$ cat src/rtl/pipe_stage_skid.sv
// Pipeline-stage register with a two-entry skid buffer.
// Upstream ready comes from registers only, so back-pressure never forms a
// combinational path across the stage. A synchronous flush kills held and
// incoming entries. Control fields read as NOP whenever the stage is empty.
// Saturating stall and bubble counters support performance analysis.
module pipe_stage_skid #(
    parameter int CTRL_W = 8,
    parameter int DATA_W = 134,
    parameter int CNT_W  = 16
) (
    input  logic              clk,
    input  logic              reset,
    input  logic              flush,
    input  logic              in_valid,
    output logic              in_ready,
    input  logic [CTRL_W-1:0] in_ctrl,
    input  logic [DATA_W-1:0] in_data,
    output logic              out_valid,
    input  logic              out_ready,
    output logic [CTRL_W-1:0] out_ctrl,
    output logic [DATA_W-1:0] out_data,
    output logic [1:0]        occupancy,
    output logic [CNT_W-1:0]  stall_cnt,
    output logic [CNT_W-1:0]  bubble_cnt
);

    // Occupancy states. The encoding keeps bit 0 as "main valid" and bit 1 as
    // "skid valid", so the illegal skid-only case is the unused code 2'b10.
    typedef enum logic [1:0] {
        EMPTY = 2'b00,
        ONE   = 2'b01,
        FULL  = 2'b11
    } state_t;

    localparam logic [CNT_W-1:0] CNT_ONE = {{(CNT_W-1){1'b0}}, 1'b1};
    localparam logic [CNT_W-1:0] CNT_MAX = {CNT_W{1'b1}};

    state_t              r_state;
    state_t              w_nextState;
    logic [CTRL_W-1:0]   r_mainCtrl;
    logic [DATA_W-1:0]   r_mainData;
    logic [CTRL_W-1:0]   r_skidCtrl;
    logic [DATA_W-1:0]   r_skidData;
    logic [CNT_W-1:0]    r_stallCnt;
    logic [CNT_W-1:0]    r_bubbleCnt;
    logic                w_mainValid;
    logic                w_skidValid;
    logic                w_acc;
    logic                w_deq;
    logic                w_loadMainIn;
    logic                w_loadMainSkid;
    logic                w_loadSkid;

    assign w_mainValid = (r_state != EMPTY);
    assign w_skidValid = (r_state == FULL);

    assign in_ready   = !w_skidValid && !reset;
    assign w_acc      = in_valid && in_ready;
    assign w_deq      = w_mainValid && out_ready;

    assign out_valid  = w_mainValid;
    assign out_ctrl   = w_mainValid ? r_mainCtrl : '0;
    assign out_data   = r_mainData;
    assign occupancy  = w_mainValid ? (w_skidValid ? 2'd2 : 2'd1) : 2'd0;
    assign stall_cnt  = r_stallCnt;
    assign bubble_cnt = r_bubbleCnt;

    // Occupancy state register; reset drops every held entry.
    always_ff @(posedge clk) begin
        if (reset) begin
            r_state <= EMPTY;
        end else begin
            r_state <= w_nextState;
        end
    end

    // Next occupancy and which registers load; flush overrides every load.
    always_comb begin
        w_nextState    = r_state;
        w_loadMainIn   = 1'b0;
        w_loadMainSkid = 1'b0;
        w_loadSkid     = 1'b0;
        case (r_state)
            EMPTY: begin
                if (w_acc) begin
                    w_loadMainIn = 1'b1;
                    w_nextState  = ONE;
                end
            end
            ONE: begin
                if (w_deq && w_acc) begin
                    w_loadMainIn = 1'b1;
                end else if (w_deq) begin
                    w_nextState = EMPTY;
                end else if (w_acc) begin
                    w_loadSkid  = 1'b1;
                    w_nextState = FULL;
                end
            end
            FULL: begin
                if (w_deq) begin
                    w_loadMainSkid = 1'b1;
                    w_nextState    = ONE;
                end
            end
            default: begin
                w_nextState = EMPTY;
            end
        endcase
        if (flush) begin
            w_nextState    = EMPTY;
            w_loadMainIn   = 1'b0;
            w_loadMainSkid = 1'b0;
            w_loadSkid     = 1'b0;
        end
    end

    // Payload registers; they keep their contents when the stage empties.
    always_ff @(posedge clk) begin
        if (reset) begin
            r_mainCtrl <= '0;
            r_mainData <= '0;
            r_skidCtrl <= '0;
            r_skidData <= '0;
        end else begin
            if (w_loadMainIn) begin
                r_mainCtrl <= in_ctrl;
                r_mainData <= in_data;
            end else if (w_loadMainSkid) begin
                r_mainCtrl <= r_skidCtrl;
                r_mainData <= r_skidData;
            end
            if (w_loadSkid) begin
                r_skidCtrl <= in_ctrl;
                r_skidData <= in_data;
            end
        end
    end

    // Saturating performance counters, sampled on the pre-update state.
    always_ff @(posedge clk) begin
        if (reset) begin
            r_stallCnt  <= '0;
            r_bubbleCnt <= '0;
        end else begin
            if (w_mainValid && !out_ready && (r_stallCnt != CNT_MAX)) begin
                r_stallCnt <= r_stallCnt + CNT_ONE;
            end
            if (!w_mainValid && (r_bubbleCnt != CNT_MAX)) begin
                r_bubbleCnt <= r_bubbleCnt + CNT_ONE;
            end
        end
    end

    // Simulation guard: a skid entry without a main entry must never exist.
    always_ff @(posedge clk) begin
        if (!reset) begin
            assert (r_state == EMPTY || r_state == ONE || r_state == FULL);
        end
    end

endmodule

$ cat config.mk
export PLATFORM = sky130hd
export DESIGN_NAME = pipe_stage_skid
export DESIGN_NICKNAME = d
export VERILOG_FILES = /design/src/rtl/pipe_stage_skid.sv
export SDC_FILE = /design/constraint.sdc
export NUM_CORES = 1
export LEC_CHECK = 0
export ABC_AREA = 1
export CORE_AREA = 2 2 173 175
export CTS_CLUSTER_SIZE = 30
export DETAILED_ROUTE_END_ITERATION = 8
export DIE_AREA = 0 0 175 177
export HOLD_SLACK_MARGIN = 0.06
export PLACE_DENSITY_LB_ADDON = 0.1
export SYNTH_ARGS = -nofsm -noshare
export SYNTH_HDL_FRONTEND = slang
export SYNTH_SLANG_ARGS = --single-unit
$ cat constraint.sdc
create_clock -name clk -period 1.8 [get_ports clk]
set_input_delay 0.45 -clock clk [delete_from_list [all_inputs] [get_ports clk]]
set_output_delay 0.45 -clock clk [all_outputs]
set_load 0.01 [all_outputs]
==> impl_metrics.csv <==
group,metric,value,unit
yosys,syn_area_per_cell,7.463,um2
power_and_ir_drop,peakVddDrop,0.6629,mV
run_status,violations,"setup timing",
placement,gp_congestion,0.8450,
worst_setup_path,critPathMaxStageDelay,0.38,ns
layout,final_common_cell,"dfxtp_1",
floorplan,chipWidth,175,um
yosys,synth-seq-cells,318,
drt,drtPass1Iterations,5,
sta,tightest_slew,0.6648,ns
drt,drc_errors,0,
yosys,yosys_warnings,0,
worst_setup_path,critPathRequiredTime,1.35,ns
yosys,async_reset_ff_share,0,%
sta,fmax,515.7,MHz
layout,fin_cells,2552,
yosys,synthDistinctLibCells,28,
power_and_ir_drop,p_leak,0.008516,uW
sta,holdWs,0.4468,ns
yosys,syn_area,13000,um2
global_routing,antenna_found_initial,3,
layout,fillers,2272,
yosys,yosys_most_used_dff,"dfxtp_1",
yosys,syn_inst,1742,
sta,slew_viol_final,0,
hold_path,hold_path.class,"reg -> reg",
sta,rsz0062_at_grt,"yes",
floorplan,die_area,30980,um2
clock_tree,cts_root_buf,"clkbuf_16",
worst_setup_path,cpMaxStageDelayCell,"dfxtp_4",
worst_setup_path,crit_chain,"inv_4 -> ha_4 -> buf_6 -> nor2_1 -> buf_2",
yosys,yosysSeqAreaShare,48.97,%
floorplan,coreArea,29240,um2
clock_tree,tritoncts.num_buffers,35,
floorplan,ios,325,
worst_setup_path,worstSetupPathType,"reg -> out",
run_status,status,"finished with violations",
layout,nets,2290,
placement,pre_cts_slack,-0.4088,ns
clock_tree,cts_tree,"yes",
sta,timing.final.crit_share,107.7,%
floorplan,initial_core_util,44.45,%
clock_tree,clock_latency,0.52,ns
drt,routed_via_density,5.308,
worst_setup_path,endpoint_kind,"primary output",
global_routing,grt_pass1_vias,12720,
global_routing,grt_max_degree,92,
clock_tree,cts.reportedPaths.clkPinSlew,0.06,ns
sta,setup_ws,-0.1392,ns
yosys,synth_edf_count,0,
worst_setup_path,arrival,1.49,ns
clock_tree,htree_levels,2,
sta,skew,0.01158,ns
placement,io_buffers,324,
floorplan,rows,63,
clock_tree,ctsHoldBuffers,0,
drt,wire_per_inst,18.33,um
clock_tree,clock_sinks,318,
drt,postRouteAntennaNets,0,
placement,dpl_cell_area,17130,um2
worst_setup_path,critical_path.startpoint_type,"register",
global_routing,overflow,0,
global_routing,grt_pass1_wl,67.68,mm
sta,hold_viol_final,0,
yosys,synth_nets,1895,
sta,period_minus_slack,1.939,ns
layout,design_area,20960,um2
placement,placedCellCount,2419,
floorplan,die_h,177,um
drt,routed_wl,46.77,mm
drt,num_vias,13550,
layout,syn_to_final_growth,61.24,%
sta,fin_setup_tns,-15.35,ns
worst_setup_path,reg2reg_from,"r_state[1]",
layout,final_cell_mix,"296 x dfxtp_1, 271 x nand2_1, 264 x nor2_1",
sta,max-slew-margin-rel,55.68,%
global_routing,grt_usage,27.18,%
clock_tree,clk_path_buf_depth,3,
worst_setup_path,crit_path_max_fanout,5,
run,maxCapViolations,0,
sta,setup_viol,268,
hold_path,hp-start,"r_skidData[88]",
layout,drive_gt1_share,26.02,%
drt,drtIter0Drc,908,
power_and_ir_drop,power_density,786.6,nW/um2
placement,dpl.hpwl,25.09,mm
worst_setup_path,setup.worst_path.start,"r_state[1]",
-- critical path: cells and delay by family, from the launching register on --
kind	cells	cell delay (ns)
AND/OR/NAND/NOR	1	0.07
flip-flops	1	0.38
buffers and inverters	3	0.34
adder cells (fa/ha/maj)	1	0.19
-- Yosys cell counts (3+ instances only) --
library cell	n	area (um2)
nor2_8	4	80.08
dfxtp_1	318	6366
buf_2	42	210.2
buf_6	4	45.04
xor2_1	5	43.79
o21ai_0	142	710.7
o21ai_1	10	50.05
a21boi_1	21	157.7
nand2_1	355	1333
nand3_1	13	65.06
nand2_4	3	33.78
buf_4	18	135.1
nand4_1	10	62.56
nor2_1	291	1092
a21boi_0	68	510.5
inv_1	89	334.1
ha_1	6	75.07
clkbuf_1	48	180.2
inv_2	4	15.01
xnor2_1	7	61.31
a21oi_1	275	1376
-- report_power, final --
group,internal (uW),switching (uW)
Clock,4350,2870
Sequential,7210,123
Combinational,963,969
Total,12500,3970
-- per-stage QoR --
step / util [%] / total power, uW
after global routing: 71.67 / 17010
after CTS: 66.79 / 16350
after global placement: 58.57 / 8922
after detailed placement: 58.57 / 8939
after floorplan: - / 8015
final: 71.68 / 16490
-- cell families after synthesis --
| kind of cell | after synthesis | share of synthesized area [%] |
|---|---|---|
| simple gates | 681 | 20.78 |
| compound gates | 518 | 21.73 |
| flops | 318 | 48.97 |
| fa+ha+maj | 6 | 0.5775 |
| xor+xnor | 12 | 0.8085 |
| buf+inv | 207 | 7.132 |
-- sequential cells by signal (all words and copies together) (netlist names) --
signal and cells:
bubble_cnt 16, out_data 134, r_mainCtrl 8, r_skidCtrl 8, r_skidData 134, r_state 2
stall_cnt 16
-- routing by layer --
layer  GRT usage, %  up-vias  wire (um)
met2          44.48      472      22350
met4          8.160        2       1118
li1               -     6493          -
met3          5.885       92       3187
met5              0        -         13
met1          36.08     6488      20110
-- final timing paths --
check                   endpoint  slack, ns  cells past startpoint
setup / recovery     out_ctrl[1]      -0.14                      5
hold reg to reg   r_skidData[88]       0.45                      2
setup reg to reg    out_data[65]      -0.14                     12
hold / removal    r_skidData[88]       0.45                      2
-- final cells by class --
cell class / count / area (um2) / area share (%)
clock buffers: 51 / 1016 / 4.847
clock inverters: 9 / 133.9 / 0.6387
flip-flops and latches: 318 / 6399 / 30.53
diodes: 2 / 5.005 / 0.02388
well taps: 390 / 488.0 / 2.328
inverters: 93 / 387.9 / 1.850
multi-input cells: 1217 / 7102 / 33.88
repair buffers: 469 / 5399 / 25.76
repair inverters: 3 / 31.28 / 0.1492
-- repair_timing --
| item | CTS | global route |
|---|---|---|
| resized for setup | 471 | 325 |
| cloned | 24 | 18 |
| endpoints found under the setup margin | 420 | 318 |
| buffers inserted | 31 | 11 |
| pin swaps | 82 | 68 |
No activity file was read; power rests on OpenSTA's default activity.
